**config.mk**
```make
export PLATFORM = sky130hd
export DESIGN_NAME = spi_dma_wr
export DESIGN_NICKNAME = d
export VERILOG_FILES = /design/src/rtl/spi_dma_wr.sv
export SDC_FILE = /design/constraint.sdc
export NUM_CORES = 2
export LEC_CHECK = 0
export ABC_AREA = 1
export CAP_MARGIN = 0
export CORE_MARGIN = 2
export CORE_UTILIZATION = 34
export CTS_BUF_LIST = sky130_fd_sc_hd__clkbuf_8
export DETAILED_ROUTE_END_ITERATION = 10
export DONT_BUFFER_PORTS = 1
export PLACE_DENSITY = 0.54
export SETUP_SLACK_MARGIN = 0.05
export SLEW_MARGIN = 20
export SYNTH_ARGS = -nofsm -noshare
export SYNTH_HDL_FRONTEND = slang
export SYNTH_SLANG_ARGS = --single-unit
```
**constraint.sdc**
```tcl
create_clock -name clk -period 3.7 [get_ports clk]
set_clock_uncertainty 0.1 [all_clocks]
set_input_delay 0.555 -clock clk [delete_from_list [all_inputs] [get_ports clk]]
set_output_delay 0.555 -clock clk [all_outputs]
set_load 0.01 [all_outputs]
```
**src/rtl/spi_dma_wr.sv**
```systemverilog
// SPI-to-memory DMA writer.
// Command-framed SPI byte streams are packed big-endian into 16-bit words, buffered in a
// first-word-fall-through FIFO and burst into memory through the MemIF port inside a
// ring-buffer address window. A Wishbone port exposes control and status.
module spi_dma_wr #(
  parameter logic [7:0]  CMD_BYTE   = 8'he0,
  parameter int unsigned BURST_LEN  = 64,
  parameter int unsigned FIFO_DEPTH = 256,
  parameter int unsigned ADDR_WIDTH = 23
) (
  input  logic        clk,
  input  logic        rst_n,
  // protocol wrapper
  input  logic [7:0]  pw_wdata,
  input  logic        pw_wcmd,
  input  logic        pw_wstb,
  input  logic        pw_end,
  // memory interface
  output logic [31:0] mi_addr,
  output logic [6:0]  mi_len,
  output logic        mi_rw,
  output logic        mi_valid,
  input  logic        mi_ready,
  output logic [15:0] mi_wdata,
  input  logic        mi_wack,
  input  logic        mi_wlast,
  input  logic [15:0] mi_rdata,
  input  logic        mi_rstb,
  input  logic        mi_rlast,
  // Wishbone register port
  input  logic [31:0] wb_wdata,
  output logic [31:0] wb_rdata,
  input  logic [1:0]  wb_addr,
  input  logic        wb_we,
  input  logic        wb_cyc,
  output logic        wb_ack
);

  localparam int unsigned PW = $clog2(FIFO_DEPTH);
  localparam int unsigned LW = PW + 1;

  typedef enum logic [1:0] {StIdle, StCmd, StData} state_e;

  // SPI capture
  logic                  r_active, r_half, r_push;
  logic [7:0]            r_hi;
  logic [15:0]           r_pword;
  logic                  w_byte2;
  // FIFO
  logic [15:0]           r_mem [FIFO_DEPTH];
  logic [PW-1:0]         r_wptr, r_rptr;
  logic [LW-1:0]         r_level, w_level_next;
  logic                  w_full, w_wr, w_pop;
  // DMA
  state_e                r_state, w_state_d;
  logic                  r_start, w_start_cond, w_latch, w_done;
  logic [7:0]            r_n, w_n, w_len;
  logic [ADDR_WIDTH-1:0] r_addr;
  logic [32:0]           w_cand, w_room, w_sum;
  logic [ADDR_WIDTH-1:0] w_cur_next;
  // registers
  logic                  r_run, r_wrap, r_ovf, r_flush, r_cur_wr;
  logic [ADDR_WIDTH-1:0] r_base, r_limit, r_cur;
  logic                  r_ack, w_wb_wr, w_busy;
  logic [31:0]           r_rdata, w_rd;
  logic                  w_unused;

  assign w_unused = ^{mi_rdata, mi_rstb, mi_rlast, w_len[7]};

  // Second byte of a pair inside an active stream; pw_end wins over a same-cycle strobe.
  assign w_byte2 = ~pw_end & pw_wstb & ~pw_wcmd & r_active & r_half;

  // Stream framing and big-endian byte pairing; the packed word is pushed one cycle later.
  always_ff @(posedge clk or negedge rst_n) begin
    if (!rst_n) begin
      r_active <= 1'b0;
      r_half   <= 1'b0;
      r_hi     <= 8'd0;
      r_push   <= 1'b0;
      r_pword  <= 16'd0;
    end else begin
      r_push <= w_byte2;
      if (w_byte2) r_pword <= {r_hi, pw_wdata};
      if (pw_end) begin
        r_active <= 1'b0;
        r_half   <= 1'b0;
      end else if (pw_wstb) begin
        if (pw_wcmd) begin
          r_active <= (pw_wdata == CMD_BYTE);
          r_half   <= 1'b0;
        end else if (r_active) begin
          if (!r_half) r_hi <= pw_wdata;
          r_half <= ~r_half;
        end
      end
    end
  end

  assign w_full       = (r_level == LW'(FIFO_DEPTH));
  assign w_wr         = r_push & ~w_full;
  assign w_pop        = (r_state == StData) & mi_wack & (r_level != '0);
  assign w_level_next = r_level + LW'(w_wr) - LW'(w_pop);
  assign mi_wdata     = r_mem[r_rptr];

  // FIFO storage (no reset needed, validity tracked by level)
  always_ff @(posedge clk) begin
    if (w_wr) r_mem[r_wptr] <= r_pword;
  end

  // FIFO pointers and level
  always_ff @(posedge clk or negedge rst_n) begin
    if (!rst_n) begin
      r_wptr  <= '0;
      r_rptr  <= '0;
      r_level <= '0;
    end else begin
      if (w_wr)  r_wptr <= r_wptr + PW'(1);
      if (w_pop) r_rptr <= r_rptr + PW'(1);
      r_level <= w_level_next;
    end
  end

  assign w_start_cond = r_run & ((r_level >= LW'(BURST_LEN)) | (r_flush & (r_level != '0)));

  // Burst size: min(level, BURST_LEN, room to LIMIT when wrapping), never below one word.
  always_comb begin
    w_room = '0;
    w_cand = 33'(r_level);
    if (w_cand > 33'(BURST_LEN)) w_cand = 33'(BURST_LEN);
    if (r_wrap) begin
      if (r_cur < r_limit) w_room = 33'(r_limit) - 33'(r_cur);
      if (w_room < w_cand) w_cand = w_room;
    end
    if (w_cand == '0) w_cand = 33'd1;
    w_n = w_cand[7:0];
  end

  // DMA state register
  always_ff @(posedge clk or negedge rst_n) begin
    if (!rst_n) r_state <= StIdle;
    else        r_state <= w_state_d;
  end

  // DMA next state and command valid
  always_comb begin
    w_state_d = r_state;
    mi_valid  = 1'b0;
    w_latch   = 1'b0;
    w_done    = 1'b0;
    unique case (r_state)
      StIdle: begin
        if (r_start && w_start_cond) begin
          w_state_d = StCmd;
          w_latch   = 1'b1;
        end
      end
      StCmd: begin
        mi_valid = 1'b1;
        if (mi_ready) w_state_d = StData;
      end
      StData: begin
        if (mi_wack && mi_wlast) begin
          w_state_d = StIdle;
          w_done    = 1'b1;
        end
      end
      default: w_state_d = StIdle;
    endcase
  end

  // Start is qualified one cycle before the burst is latched, giving a two-cycle response.
  always_ff @(posedge clk or negedge rst_n) begin
    if (!rst_n) begin
      r_start <= 1'b0;
      r_addr  <= '0;
      r_n     <= 8'd1;
    end else begin
      r_start <= (r_state == StIdle) & w_start_cond;
      if (w_latch) begin
        r_addr <= r_cur;
        r_n    <= w_n;
      end
    end
  end

  assign w_len   = r_n - 8'd1;
  assign mi_len  = w_len[6:0];
  assign mi_addr = 32'(r_addr);
  assign mi_rw   = 1'b0;
  assign w_busy  = (r_state != StIdle);

  assign w_sum      = 33'(r_cur) + 33'(r_n);
  assign w_cur_next = (r_wrap && (w_sum >= 33'(r_limit))) ? r_base : w_sum[ADDR_WIDTH-1:0];
  assign w_wb_wr    = wb_cyc & wb_we & r_ack;

  // Control registers; a CUR write during a burst takes precedence over the end-of-burst advance.
  always_ff @(posedge clk or negedge rst_n) begin
    if (!rst_n) begin
      r_run    <= 1'b0;
      r_wrap   <= 1'b0;
      r_base   <= '0;
      r_limit  <= '0;
      r_cur    <= '0;
      r_cur_wr <= 1'b0;
    end else begin
      if (w_wb_wr) begin
        unique case (wb_addr)
          2'd0: begin
            r_run  <= wb_wdata[0];
            r_wrap <= wb_wdata[1];
          end
          2'd1: r_base  <= wb_wdata[ADDR_WIDTH-1:0];
          2'd2: r_limit <= wb_wdata[ADDR_WIDTH-1:0];
          2'd3: r_cur   <= wb_wdata[ADDR_WIDTH-1:0];
        endcase
      end
      if (w_done && !r_cur_wr && !(w_wb_wr && wb_addr == 2'd3)) r_cur <= w_cur_next;
      if (w_done)                                          r_cur_wr <= 1'b0;
      else if (w_wb_wr && wb_addr == 2'd3 && w_busy)       r_cur_wr <= 1'b1;
    end
  end

  // Sticky overflow and flush-pending flags
  always_ff @(posedge clk or negedge rst_n) begin
    if (!rst_n) begin
      r_ovf   <= 1'b0;
      r_flush <= 1'b0;
    end else begin
      if (r_push && w_full)                              r_ovf <= 1'b1;
      else if (w_wb_wr && wb_addr == 2'd0 && wb_wdata[31]) r_ovf <= 1'b0;
      if (pw_end && r_active)                                        r_flush <= 1'b1;
      else if ((r_state == StIdle || w_done) && w_level_next == '0)  r_flush <= 1'b0;
    end
  end

  // Readback mux
  always_comb begin
    w_rd = '0;
    unique case (wb_addr)
      2'd0: w_rd = {16'(r_level), 12'd0, r_ovf, w_busy, r_wrap, r_run};
      2'd1: w_rd = 32'(r_base);
      2'd2: w_rd = 32'(r_limit);
      2'd3: w_rd = 32'(r_cur);
    endcase
  end

  // Wishbone ack pulse with read data captured alongside
  always_ff @(posedge clk or negedge rst_n) begin
    if (!rst_n) begin
      r_ack   <= 1'b0;
      r_rdata <= '0;
    end else begin
      r_ack <= wb_cyc & ~r_ack;
      if (wb_cyc && !r_ack) r_rdata <= w_rd;
    end
  end

  assign wb_ack   = r_ack;
  assign wb_rdata = r_rdata;

endmodule

```
==> run metrics <==
outcome finished with violations; violated checks negative hold slack, negative setup slack; placed cells 20400; CTS tree done; Clock transition at path regs 0.06 ns; port bufs 0; Worst R2R End r_cur[18]$_DFFE_PN0P_; multi-input logic area 41800 µm²; IR drop worst, VDD 0.000436 V; Unique masters post-synth 57; die area 510000 µm²; critical path startpoint category flip-flop; GRT Max-Usage Layer met2; Syn Inst Count 13300; vias per cell 5.42; met3 usage 4.02%; total track usage 21.6%; Antenna Nets Post-Route 0; Yosys warning count 0; DIE WIDTH 714 µm; Leak 0.0809 µW; met2 Usage GRT 33.6%; non-filler cells, final 21900; total gr overflow 0; Final Max Slew Viols 0; initial antenna violation count 20; number of synthesized flops with an enable pin 4096; worst r2r src r_cur[5]$_DFFE_PN0P_; wire per inst 26.3 µm; H-Tree Depth 6; number of buffers created by CTS 696; vias in the first global route 113000; commonest cells after routing, fill and taps aside edfxtp_1, nor2_1, o21ai_0; Detailed Route Iter0 Violations 13600; register area share after synthesis 74.5%; nets 14900; most common cell after layout, fill and taps aside edfxtp_1; Mapped Area 171000 µm²; hold_buf cts 120; fillers 46800; Least-Margin Pin Slew 1.13 ns; Design Power 161000 µW; WS Path Type flip-flop to primary output; dpl hpwl 351000 µm; Clock Sinks 4282; largest net degree at the start of global routing 187; syn_area_per_cell 12.9 µm²; asr flop ratio synth 4.34%; Register Area 128000 µm²; hold violation total from the final report 186; Synth-to-Final Area Change 22.0%; worst reg2reg path depth 25; Critical Path Sink mi_wdata[8]; Synth Flop Type edfxtp_1; overall routed net length 577000 µm; #FFs+latches synth 4282; # setup viols final 44; CP Data Arrival Time 4.38 ns; met1 Use GR 30.6%; hold slack -1.09 ns; fraction of final layout cells sized beyond drive strength 1 19.7%; final setup TNS -30.77 ns; Worst Setup SP r_rptr[0]$_DFFE_PN0P_; clock buffer depth 4; Worst-Skew Late Latency 1.25 ns; initial core utilization 34.2%; period utilization 136%; I/O pin count 160; Final Critical Period 5.04 ns; Setup WS pre-CTS -0.857 ns; Peak Freq 198 MHz; normalized max-slew margin 24.5%; RSZ-0062 raised after global routing true; Detailed Routing Iterations Pass 1 8; DRC Markers 0; first-pass GRT wire length 817000 µm; Worst Setup End Kind primary output; CP max FO 12; total number of vias 119000; Final GP Congestion 0.902; Pwr Density 772 nW/µm²; number of max-cap violations 0; core box area 502000 µm²; HP Class input port to asynchronous set/reset pin; CTS Root Cell clkbuf_8; final worst setup slack -1.34 ns; Rows 260; Req. time, crit path 3.04 ns; Die Span Y 714 µm; flop2flop setup slack -0.50 ns
## state kept, by name, indices dropped and copies added, names as in the netlist, 2 cells and up
| signal | count |
|---|---|
| r_mem | 4096 |
| r_rptr | 8 |
| r_level | 9 |
| wb_rdata | 25 |
| r_addr | 23 |
| r_cur | 23 |
| r_state | 2 |
| r_limit | 23 |
| r_base | 23 |
| r_hi | 8 |
| r_wptr | 8 |
| r_n | 8 |
| r_pword | 16 |
## timing repair
action	CTS	global route
setup endpoints to repair	59	73
hold endpoints to repair	319	186
gates resized for setup	458	433
setup buffers	79	59
cloned	27	22
pin swaps	144	235
## layer usage
metal | share of wire [%] | wire length [µm]
met1 | 43 | 246000
met2 | 45 | 262000
met3 | 8.7 | 50000
met4 | 3.3 | 19100
met5 | 0.0083 | 48
## synth_stat cells (3+ instances only)
master	count	area, µm²
dfrtp_1	185	4630
a21oi_1	209	1050
nor4_1	8	50.1
o21ai_0	2228	11200
a32o_1	8	80.1
buf_4	19	143
buf_1	37	139
o22ai_1	642	4020
a21oi_2	4	35.0
o211ai_1	125	938
o221ai_1	401	3510
clkbuf_1	784	2940
edfxtp_1	4096	123000
o31ai_1	4	30.0
inv_2	9	33.8
buf_2	121	606
a31oi_1	41	257
nand3_1	457	2290
mux2_2	15	169
xnor2_1	8	70.1
a221oi_1	15	131
o21bai_1	7	52.6
a22oi_1	22	165
a41oi_1	3	26.3
nor2_2	10	62.6
o21ai_1	4	20.0
clkinv_1	5	18.8
inv_1	238	893
fa_1	3	60.1
nand3_2	6	60.1
nor2_1	2394	8990
nand3b_1	5	37.5
ha_1	81	1010
xor2_1	41	359
nor2_4	6	67.6
nor3_2	5	50.1
nor3_1	12	60.1
nand2_1	873	3280
nand4_1	87	544
nand2_2	22	138
## cell type report
| cell class | count | area share (%) |
|---|---|---|
| Antenna cell | 10 | 0.0120 |
| Clock buffer | 712 | 4.69 |
| Clock inverter | 514 | 1.24 |
| Inverter | 252 | 0.484 |
| Multi-Input combinational cell | 7782 | 20.0 |
| Sequential cell | 4282 | 61.1 |
| Tap cell | 6681 | 4.00 |
| Timing Repair Buffer | 1695 | 8.50 |
| Timing Repair inverter | 2 | 0.0138 |
## worst max-delay path, stage by stage (launching register included)
cell	delay (ns)
dfrtp_4	0.53
buf_12	0.17
buf_16	0.16
buf_16	0.17
buf_16	0.17
buf_12	0.15
o21ai_4	0.12
o22ai_2	0.10
o211ai_1	0.47
nand4_1	0.34
o311a_4	0.24
o21ai_2	0.14
o21ai_2	0.11
buf_12	0.15
buf_12	0.12
## power breakdown
part | switching [µW] | internal (µW) | total [µW]
registers | 654 | 52900 | 53500
logic | 42800 | 27100 | 70000
clock network | 19300 | 18600 | 37900
total | 62800 | 98600 | 161000
## cell families after synthesis
family | Yosys count | synth area share [%]
AO/OA/AOI/OAI | 3727 | 12.6
other | 1 | 0.00219
adder cells (fa/ha/maj) | 84 | 0.626
AND/OR/NAND/NOR | 3890 | 9.15
multiplexers | 15 | 0.0985
buffers and inverters | 1215 | 2.80
XOR/XNOR | 49 | 0.250
flip-flops | 4282 | 74.5
## worst min path at each step
stage,start,endpoint,cells after the start
2_1_floorplan,rst_n,r_active$_DFFE_PN0P_,0
3_3_place_gp,rst_n,r_state[1]$_DFFE_PN0P_,0
3_5_place_dp,rst_n,r_state[0]$_DFFE_PN0P_,0
4_1_cts,rst_n,r_n[1]$_DFFE_PN0P_,0
5_1_grt,rst_n,r_base[11]$_DFFE_PN0P_,0
6_report,rst_n,r_base[11]$_DFFE_PN0P_,0
## stage by stage
step	area (µm²)	utilization [%]
6_report	209000	41.7
5_1_grt	209000	41.7
4_1_cts	207000	41.2
3_5_place_dp	190000	37.8
3_3_place_gp	190000	37.8
2_1_floorplan	171000	-
(Power assumes the default switching activity.)
